### config.mk
export PLATFORM = sky130hd
export DESIGN_NAME = sv32_walker
export DESIGN_NICKNAME = d
export VERILOG_FILES = /design/src/rtl/sv32_walker.sv
export SDC_FILE = /design/constraint.sdc
export NUM_CORES = 1
export LEC_CHECK = 0
export CORE_ASPECT_RATIO = 1.5
export CORE_MARGIN = 3
export CORE_UTILIZATION = 46
export CTS_BUF_LIST = sky130_fd_sc_hd__clkbuf_4
export DETAILED_ROUTE_END_ITERATION = 10
export PLACE_DENSITY_LB_ADDON = 0.25
export SLEW_MARGIN = 30
export SYNTH_ARGS = -nofsm -noshare
export SYNTH_HDL_FRONTEND = slang
export SYNTH_SLANG_ARGS = --single-unit
### constraint.sdc
create_clock -name clk -period 2.6 [get_ports clk]
set_input_delay 0.39 -clock clk [delete_from_list [all_inputs] [get_ports clk]]
set_output_delay 0.39 -clock clk [all_outputs]
set_load 0.01 [all_outputs]
### src/rtl/sv32_walker.sv
// rtl/sv32_walker.sv - Sv32 page-table walker with a single-entry translation cache
// Issues up to two PTE fetches over the LFM handshake and checks leaf permissions.
module sv32_walker #(
    parameter int TIMEOUT = 64
) (
    input  logic        clk,
    input  logic        rst,
    input  logic        req,
    input  logic [31:0] vaddr,
    input  logic        access_is_load,
    input  logic        access_is_store,
    input  logic        access_is_inst,
    input  logic [31:0] csr_satp,
    input  logic [1:0]  priv,
    input  logic        sstatus_sum,
    input  logic        flush,
    input  logic        LFM_resolved,
    input  logic [7:0]  b1,
    input  logic [7:0]  b2,
    input  logic [7:0]  b3,
    input  logic [7:0]  b4,
    output logic [31:0] LFM,
    output logic        LFM_enable,
    output logic        busy,
    output logic        done,
    output logic [31:0] paddr,
    output logic        instr_fault,
    output logic        load_fault,
    output logic        store_fault,
    output logic [31:0] faulting_va
);

    localparam int CW = (TIMEOUT > 2) ? $clog2(TIMEOUT) : 1;

    typedef enum logic [2:0] {
        IDLE,
        L1_REQ,
        L1_WAIT,
        L0_REQ,
        L0_WAIT,
        RESP
    } state_t;

    state_t        state_q;
    logic [CW-1:0] cnt_q;
    logic [31:0]   lfm_q;
    logic          lfm_en_q;
    logic          busy_q;
    logic          done_q;
    logic [31:0]   paddr_q;
    logic [31:0]   fva_q;
    logic          ifault_q;
    logic          lfault_q;
    logic          sfault_q;
    logic [31:0]   satp_q;
    logic          fill_ok_q;

    // Cache entry; perm packs {D, A, U, X, W, R}
    logic          c_valid_q;
    logic [19:0]   c_tag_q;
    logic [19:0]   c_ppn_q;
    logic [5:0]    c_perm_q;
    logic          c_super_q;

    logic [31:0] pte_w;
    logic        satp_chg;
    logic        bare;
    logic        hit;
    logic [31:0] hit_paddr;
    logic        hit_fault;
    logic        lvl1;
    logic        ev_fault;
    logic        ev_next;
    logic [5:0]  leaf_perm;
    logic [31:0] leaf_paddr;
    logic        fill_now;
    logic        unused_ok;

    function automatic logic perm_fault(
        input logic [5:0] p,
        input logic       ld,
        input logic       st,
        input logic       ins,
        input logic [1:0] pv,
        input logic       sum
    );
        logic f;
        f = !p[4]
            || (st && !p[5])
            || (ins && !p[2])
            || (ld && !p[0])
            || (st && !(p[0] && p[1]));
        if (pv == 2'b00) begin
            f = f || !p[3];
        end else begin
            f = f || (p[3] && (ins || !sum));
        end
        return f;
    endfunction

    assign pte_w     = {b4, b3, b2, b1};
    assign satp_chg  = (csr_satp != satp_q);
    assign bare      = !csr_satp[31] || (priv == 2'b11);
    assign unused_ok = ^{csr_satp[30:20], pte_w[31:30], pte_w[9:8], pte_w[5]};

    // A same-cycle flush or satp change must not be served from the stale entry
    assign hit = c_valid_q && !flush && !satp_chg &&
                 (c_super_q ? (c_tag_q[19:10] == vaddr[31:22]) : (c_tag_q == vaddr[31:12]));
    assign hit_paddr = c_super_q ? {c_ppn_q[19:10], vaddr[21:0]} : {c_ppn_q, vaddr[11:0]};
    assign hit_fault = perm_fault(c_perm_q, access_is_load, access_is_store, access_is_inst,
                                  priv, sstatus_sum);

    assign lvl1       = (state_q == L1_WAIT);
    assign leaf_perm  = {pte_w[7], pte_w[6], pte_w[4], pte_w[3], pte_w[2], pte_w[1]};
    assign leaf_paddr = lvl1 ? {pte_w[29:20], vaddr[21:0]} : {pte_w[29:10], vaddr[11:0]};
    assign fill_now   = fill_ok_q && !flush && !satp_chg;

    always_comb begin
        ev_fault = 1'b0;
        ev_next  = 1'b0;
        if (!pte_w[0] || (!pte_w[1] && pte_w[2])) begin
            ev_fault = 1'b1;
        end else if (!pte_w[1] && !pte_w[3]) begin
            if (lvl1) begin
                ev_next = 1'b1;
            end else begin
                ev_fault = 1'b1;
            end
        end else if (lvl1 && (pte_w[19:10] != 10'd0)) begin
            ev_fault = 1'b1;
        end else begin
            ev_fault = perm_fault(leaf_perm, access_is_load, access_is_store, access_is_inst,
                                  priv, sstatus_sum);
        end
    end

    always_ff @(posedge clk) begin
        if (!rst) begin
            state_q   <= IDLE;
            cnt_q     <= '0;
            lfm_q     <= '0;
            lfm_en_q  <= 1'b0;
            busy_q    <= 1'b0;
            done_q    <= 1'b0;
            paddr_q   <= '0;
            fva_q     <= '0;
            ifault_q  <= 1'b0;
            lfault_q  <= 1'b0;
            sfault_q  <= 1'b0;
            satp_q    <= '0;
            fill_ok_q <= 1'b0;
            c_valid_q <= 1'b0;
            c_tag_q   <= '0;
            c_ppn_q   <= '0;
            c_perm_q  <= '0;
            c_super_q <= 1'b0;
        end else begin
            satp_q <= csr_satp;
            if (flush || satp_chg) begin
                c_valid_q <= 1'b0;
                fill_ok_q <= 1'b0;
            end
            case (state_q)
                IDLE: begin
                    if (req) begin
                        busy_q   <= 1'b1;
                        ifault_q <= 1'b0;
                        lfault_q <= 1'b0;
                        sfault_q <= 1'b0;
                        fva_q    <= '0;
                        if (bare) begin
                            state_q <= RESP;
                            done_q  <= 1'b1;
                            paddr_q <= vaddr;
                        end else if (hit) begin
                            state_q <= RESP;
                            done_q  <= 1'b1;
                            if (hit_fault) begin
                                paddr_q  <= '0;
                                fva_q    <= vaddr;
                                ifault_q <= access_is_inst;
                                lfault_q <= access_is_load;
                                sfault_q <= access_is_store;
                            end else begin
                                paddr_q <= hit_paddr;
                            end
                        end else begin
                            state_q   <= L1_REQ;
                            lfm_en_q  <= 1'b1;
                            cnt_q     <= '0;
                            lfm_q     <= {csr_satp[19:0], 12'b0} + {20'b0, vaddr[31:22], 2'b00};
                            fill_ok_q <= !flush && !satp_chg;
                        end
                    end
                end
                L1_REQ, L0_REQ: begin
                    lfm_en_q <= 1'b0;
                    cnt_q    <= cnt_q + 1'b1;
                    state_q  <= (state_q == L1_REQ) ? L1_WAIT : L0_WAIT;
                end
                L1_WAIT, L0_WAIT: begin
                    if (LFM_resolved) begin
                        if (ev_fault) begin
                            state_q  <= RESP;
                            done_q   <= 1'b1;
                            paddr_q  <= '0;
                            fva_q    <= vaddr;
                            ifault_q <= access_is_inst;
                            lfault_q <= access_is_load;
                            sfault_q <= access_is_store;
                        end else if (ev_next) begin
                            state_q  <= L0_REQ;
                            lfm_en_q <= 1'b1;
                            cnt_q    <= '0;
                            lfm_q    <= {pte_w[29:10], 12'b0} + {20'b0, vaddr[21:12], 2'b00};
                        end else begin
                            state_q <= RESP;
                            done_q  <= 1'b1;
                            paddr_q <= leaf_paddr;
                            if (fill_now) begin
                                c_valid_q <= 1'b1;
                                c_tag_q   <= vaddr[31:12];
                                c_ppn_q   <= pte_w[29:10];
                                c_perm_q  <= leaf_perm;
                                c_super_q <= lvl1;
                            end
                        end
                    end else if (cnt_q == CW'(TIMEOUT - 1)) begin
                        state_q  <= RESP;
                        done_q   <= 1'b1;
                        paddr_q  <= '0;
                        fva_q    <= vaddr;
                        ifault_q <= access_is_inst;
                        lfault_q <= access_is_load;
                        sfault_q <= access_is_store;
                    end else begin
                        cnt_q <= cnt_q + 1'b1;
                    end
                end
                RESP: begin
                    state_q  <= IDLE;
                    done_q   <= 1'b0;
                    busy_q   <= 1'b0;
                    ifault_q <= 1'b0;
                    lfault_q <= 1'b0;
                    sfault_q <= 1'b0;
                end
                default: begin
                    state_q <= IDLE;
                end
            endcase
        end
    end

    assign LFM         = lfm_q;
    assign LFM_enable  = lfm_en_q;
    assign busy        = busy_q;
    assign done        = done_q;
    assign paddr       = paddr_q;
    assign instr_fault = ifault_q;
    assign load_fault  = lfault_q;
    assign store_fault = sfault_q;
    assign faulting_va = fva_q;

endmodule

**Word level (Yosys, flattened, before mapping)**

Index checks and enable logic that the tools add are counted.

- Mux-type cells: 105
- Bitwise gates (word level): 2
- Equality and inequality tests: 23
- Reductions and logical operators: 73
- Add/sub/neg operators: 3

Operators with widths:

| operator | count |
|---|---|
| 32-bit 2-to-1 mux | 21 |
| 32-bit case mux with 2 select lines | 3 |
| 32-bit by 12-bit adder with 32-bit output | 2 |
| 1-bit 2-to-1 mux | 56 |
| 22-bit 2-to-1 mux | 2 |
| 6-bit 2-to-1 mux | 7 |
| 32-bit != test | 1 |
| 3-bit 2-to-1 mux | 8 |
| 1-bit logical AND | 21 |
| 7-bit AND reduction | 3 |
| 20-bit equality test | 1 |
| 3-bit != test, second input constant | 6 |
| 6-bit case mux with 3 select lines | 1 |
| 1-bit zero test | 17 |
| 1-bit logical OR | 16 |
| 1-bit case mux with 3 select lines | 5 |
| 5-bit AND reduction | 3 |
| 2-bit != test, second input constant | 6 |
| 10-bit equality test | 1 |
| 10-bit nonzero test | 1 |
| 3-bit case mux with 3 select lines | 1 |
| 4-bit AND reduction | 2 |
| 6-bit by 1-bit adder with 6-bit output, second input constant | 1 |
| 3-bit by 2-bit equality test with 1-bit output, second input constant | 2 |
| 13 further kinds | 19 |

- Logic and storage cells: 224
- Output and inout port bits: 102
- Register bits: 192

**Depth between registers and ports, before layout**

- Depth after elaboration: 14
- Depth in mapped cells: 10
- Mapped depth without buffers: 8

**Worst setup path after synthesis**

Ideal clock, no wire load.

- Path kind: input-to-reg
- Start point: input port csr_satp[7]
- End point: register fva_q[10] (netlist: faulting_va[10])
- Stages on the path: 8
- Data required time: 2.541 ns
- Arrival time: 2.427 ns
- Buffers on the path: 1
- Setup slack: 0.115 ns
- Cells stage by stage: xnor2_1 -> nand4_1 -> or3_1 -> or3_4 -> or4_4 -> a21oi_4 -> buf_6 -> a22o_1

- Word-level cells in the longest chain between the ends: 8

RTL lines:

| element | line | source |
|---|---|---|
| start, declared | 13 | `input logic [31:0] csr_satp,` |
| 32-bit != test | 102 | `assign satp_chg = (csr_satp != satp_q);` |
| 1-bit zero test | 107 | `assign hit = c_valid_q && !flush && !satp_chg &&` |
| 1-bit logical AND (2 in a row) | 107 |  |
| 32-bit 2-to-1 mux | 175 | `end else if (hit) begin` |
| 32-bit 2-to-1 mux | 171 | `if (bare) begin` |
| 32-bit 2-to-1 mux | 165 | `if (req) begin` |
| 32-bit case mux with 2 select lines | 163 | `case (state_q)` |
| end signal, assigned | 180 | `fva_q <= vaddr;` |
| end signal, assigned | 207 | `fva_q <= vaddr;` |
| end signal, assigned | 232 | `fva_q <= vaddr;` |
| end, declared | 51 | `logic [31:0] fva_q;` |

Every way passes these cells. The select of a mux whose other input is x is not followed.
A chain may end at the register's enable or synchronous reset.

**Final worst setup path**

- Start point: register satp_q[4]
- End point: register fva_q[14] (netlist: faulting_va[14])

- Word-level cells in the longest chain between the ends: 8

RTL lines:

| element | line | source |
|---|---|---|
| start, declared | 55 | `logic [31:0] satp_q;` |
| start signal, assigned | 158 | `satp_q <= csr_satp;` |
| 32-bit != test | 102 |  |
| 1-bit zero test | 107 |  |
| 1-bit logical AND (2 in a row) | 107 |  |
| 32-bit 2-to-1 mux | 175 |  |
| 32-bit 2-to-1 mux | 171 |  |
| 32-bit 2-to-1 mux | 165 |  |
| 32-bit case mux with 2 select lines | 163 |  |

Every way passes these cells. The select of a mux whose other input is x is not followed.

==> results_dict.tcl <==
set metrics [dict create \
    status "finished clean" \
    finish.utilization 0.682 \
    whs_ns 0.339 \
    power.switching_mw 2.57 \
    seqPwrFrac 0.437 \
    power_density_nw_per_um2 643 \
    critical_path.startpoint_type "flop" \
    switching_share 0.336 \
    die_y_um 170 \
    clkSinkCount 190 \
    fin_area_um2 11900 \
    fin_skew_ns 0.0331 \
    grt_pass1_vias 7401 \
    grt_max_degree 53 \
    synth-seq-cells 190 \
    met1_length_um 10400 \
    clkPwrFrac 0.238 \
    worstHoldStart "rst" \
    p_leak_nw 4.97 \
    remaining_drc_errors 0 \
    min_path_type "in2reg" \
    wl_met2_um 12900 \
    grt.total_usage 0.261 \
    core_area_um2 17400 \
    fmax_mhz 390 \
    syn_inst 847 \
    synth-seq-area-share 0.463 \
    hold_violations 0 \
    dieArea_um2 19500 \
    first_iter_violations 573 \
    die_x_um 115 \
    rr_worst_depth 10 \
    row_count 59 \
    routed_wl_um 26100 \
    antenna_found_initial 1 \
    ys_types 57 \
    async_flop_share 0 \
    ff2ff_setup_slack_ns 0.03 \
    tns_ns 0 \
    gp_congestion 0.905 \
    io_buffers 201 \
    insertion_delay_ns 0.61 \
    timing.final.crit_period_ns 2.57 \
    max_cap_viol_count 0 \
    final_max_slew_viol_count 0 \
    worstReg2RegStart "satp_q[4]" \
    yosysWarnings 0 \
    crit_fanout 4 \
    pwr-share-comb 0.325 \
    tightest_slew_ns 0.813 \
    start_util 0.471 \
    period_share 0.987 \
    ioPinCount 209 \
    hold_end "LFM[22]" \
    synth_area_um2 8210 \
    gr-total-overflow 0 \
    cp_cell_sequence "xor2_1, nor4_2, nand4_1, or3_4, or4_4, a21oi_4, buf_12, buf_8, clkbuf_16, a22o_1" \
    slew_headroom 0.454 \
    synth_area_per_cell_um2 9.69 \
    worstPathArrival_ns 3.14 \
    grt_pass1_wl_um 40000 \
    r2r-end "faulting_va[14]" \
    via_per_inst 5.67 \
    synth-edff-count 0 \
    fin_cells 1343 \
    cp_slowest_cell "or4_4" \
    required_ns 3.17 \
    wl_per_cell_um 19.5 \
    slowest_delay_ns 0.44 \
    cts-htree-levels 4 \
    top_layer_used "met4" \
    cts_buffers 17 \
    intPower_mw 5.07 \
    clk_pin_slew_ns 0.18 \
    hold-path-cell-count 3 \
    cts-root-buf "clkbuf_4" \
    dp.cells 1298 \
    setup_viol 0 \
    rsz0062_at_grt "true" \
    synth_top_flop_cell "dfxtp_1" \
    drt_pass1_iterations 7 \
    path_class "reg2reg" \
    route.vias.total 7609 \
    drive_gt1_frac 0.165 \
    met3WireLength_um 1680 \
    nNetsFinal 1224 \
    peakVddDrop_uv 448 \
    ant_nets 0 \
    cts_tree "yes" \
    clockBufferDepth 2 \
    detailed_place_hpwl_um 18200 \
    placed_area_um2 11100 \
    cp-end-kind "flop" \
    syn2layout_area_growth_pct 44.8 \
]
-- sequential cells by signal (all words and copies together) (netlist names), 3 cells and up --
register and cells:
LFM 30, c_perm_q 6, c_ppn_q 20, c_tag_q 20, cnt_q 6, faulting_va 32, paddr 32, satp_q 32
state_q 3
-- layer usage --
metal  global-route usage  vias up
met3               0.0496       57
li1                     -     3650
met5                    0        -
met4                0.125        0
met2                0.432      323
met1                0.324     3579
-- area by class of cell --
class / instances / area, µm²
multi-input combinational: 583 / 4300
timing repair buffer: 312 / 3130
sequential: 190 / 3810
fill: 1388 / 5530
tap: 213 / 267
clock inverter: 15 / 209
antenna: 1 / 2.50
inverter: 12 / 45.0
clock buffer: 17 / 128
-- kinds of logic (layout without fill, tap and decap cells) --
kind of cell    after synthesis  count (layout)  share of synthesized area
flops                       190             190                      0.463
compound gates              219             219                      0.203
buf+inv                      75             356                     0.0387
fa+ha+maj                     1               1                    0.00152
simple gates                219             219                      0.128
mux                          89              89                      0.108
other cells                   1               3                   0.000457
xor+xnor                     53              53                     0.0565
-- power by group through the flow --
stage / clock network (mW) / registers (mW) / logic, mW
6_report: 1.82 / 3.34 / 2.49
5_1_grt: 1.99 / 3.37 / 2.67
4_1_cts: 1.86 / 3.34 / 2.37
3_5_place_dp: 0 / 3.39 / 2.31
3_3_place_gp: 0 / 3.39 / 2.28
2_1_floorplan: 0 / 3.47 / 1.07
-- metrics by stage --
stage               setup slack [ns]  total power, mW
finish                        0.0345             7.65
floorplan                      0.115             4.54
global placement              -0.529             5.68
CTS                          0.00753             7.56
global route                 -0.0400             8.02
detailed placement            -0.615             5.71
-- Yosys cell counts (all sizes together) (12+ instances only) --
cell type | n | area share
o2bb2a | 28 | 0.034
clkbuf | 48 | 0.022
nand2 | 62 | 0.028
o221ai | 29 | 0.031
nor2 | 64 | 0.029
nand3 | 13 | 0.0079
buf | 15 | 0.011
o21ai | 18 | 0.011
a22o | 35 | 0.037
and2 | 37 | 0.028
mux2i | 89 | 0.11
xnor2 | 16 | 0.017
xor2 | 37 | 0.039
a21oi | 52 | 0.033
dfxtp | 190 | 0.46
inv | 12 | 0.0055
-- critical path: cells and delay by family (launching register included) --
family	cells	cell delay, ns
buf+inv	3	0.39
compound gates	2	0.26
xor+xnor	1	0.16
flops	1	0.35
simple gates	4	1.38
-- worst max path at each step --
stage	start	endpoint	slack (ns)	cells after the start
CTS	satp_q[9]	LFM[5]	0.008	9
finish	satp_q[4]	faulting_va[14]	0.03	10
global route	satp_q[4]	LFM[23]	-0.04	10
global placement	csr_satp[15]	instr_fault	-0.53	9
floorplan	csr_satp[7]	faulting_va[10]	0.11	8
detailed placement	b3[1]	paddr[29]	-0.62	11
-- repair_timing --
action                     4_1_cts  5_1_grt
buffers inserted                 3        3
hold buffers                     0        0
pin swaps                        6        3
setup endpoints to repair       66       51
cloned                           2        4
gates resized for setup          9       39
-- cell usage in the layout, fill, tap and decap left out, types with 35 or more instances in the layout --
cell type / netlist / final
buf_4: 2 / 88
nand2_1: 62 / 62
mux2i_1: 89 / 89
and2_1: 36 / 36
a22o_1: 35 / 35
xor2_1: 37 / 37
clkdlybuf4s50_1: 0 / 200
a21oi_1: 51 / 50
dfxtp_1: 190 / 187
nor2_1: 64 / 64
Power figures use the tool's default switching activity.
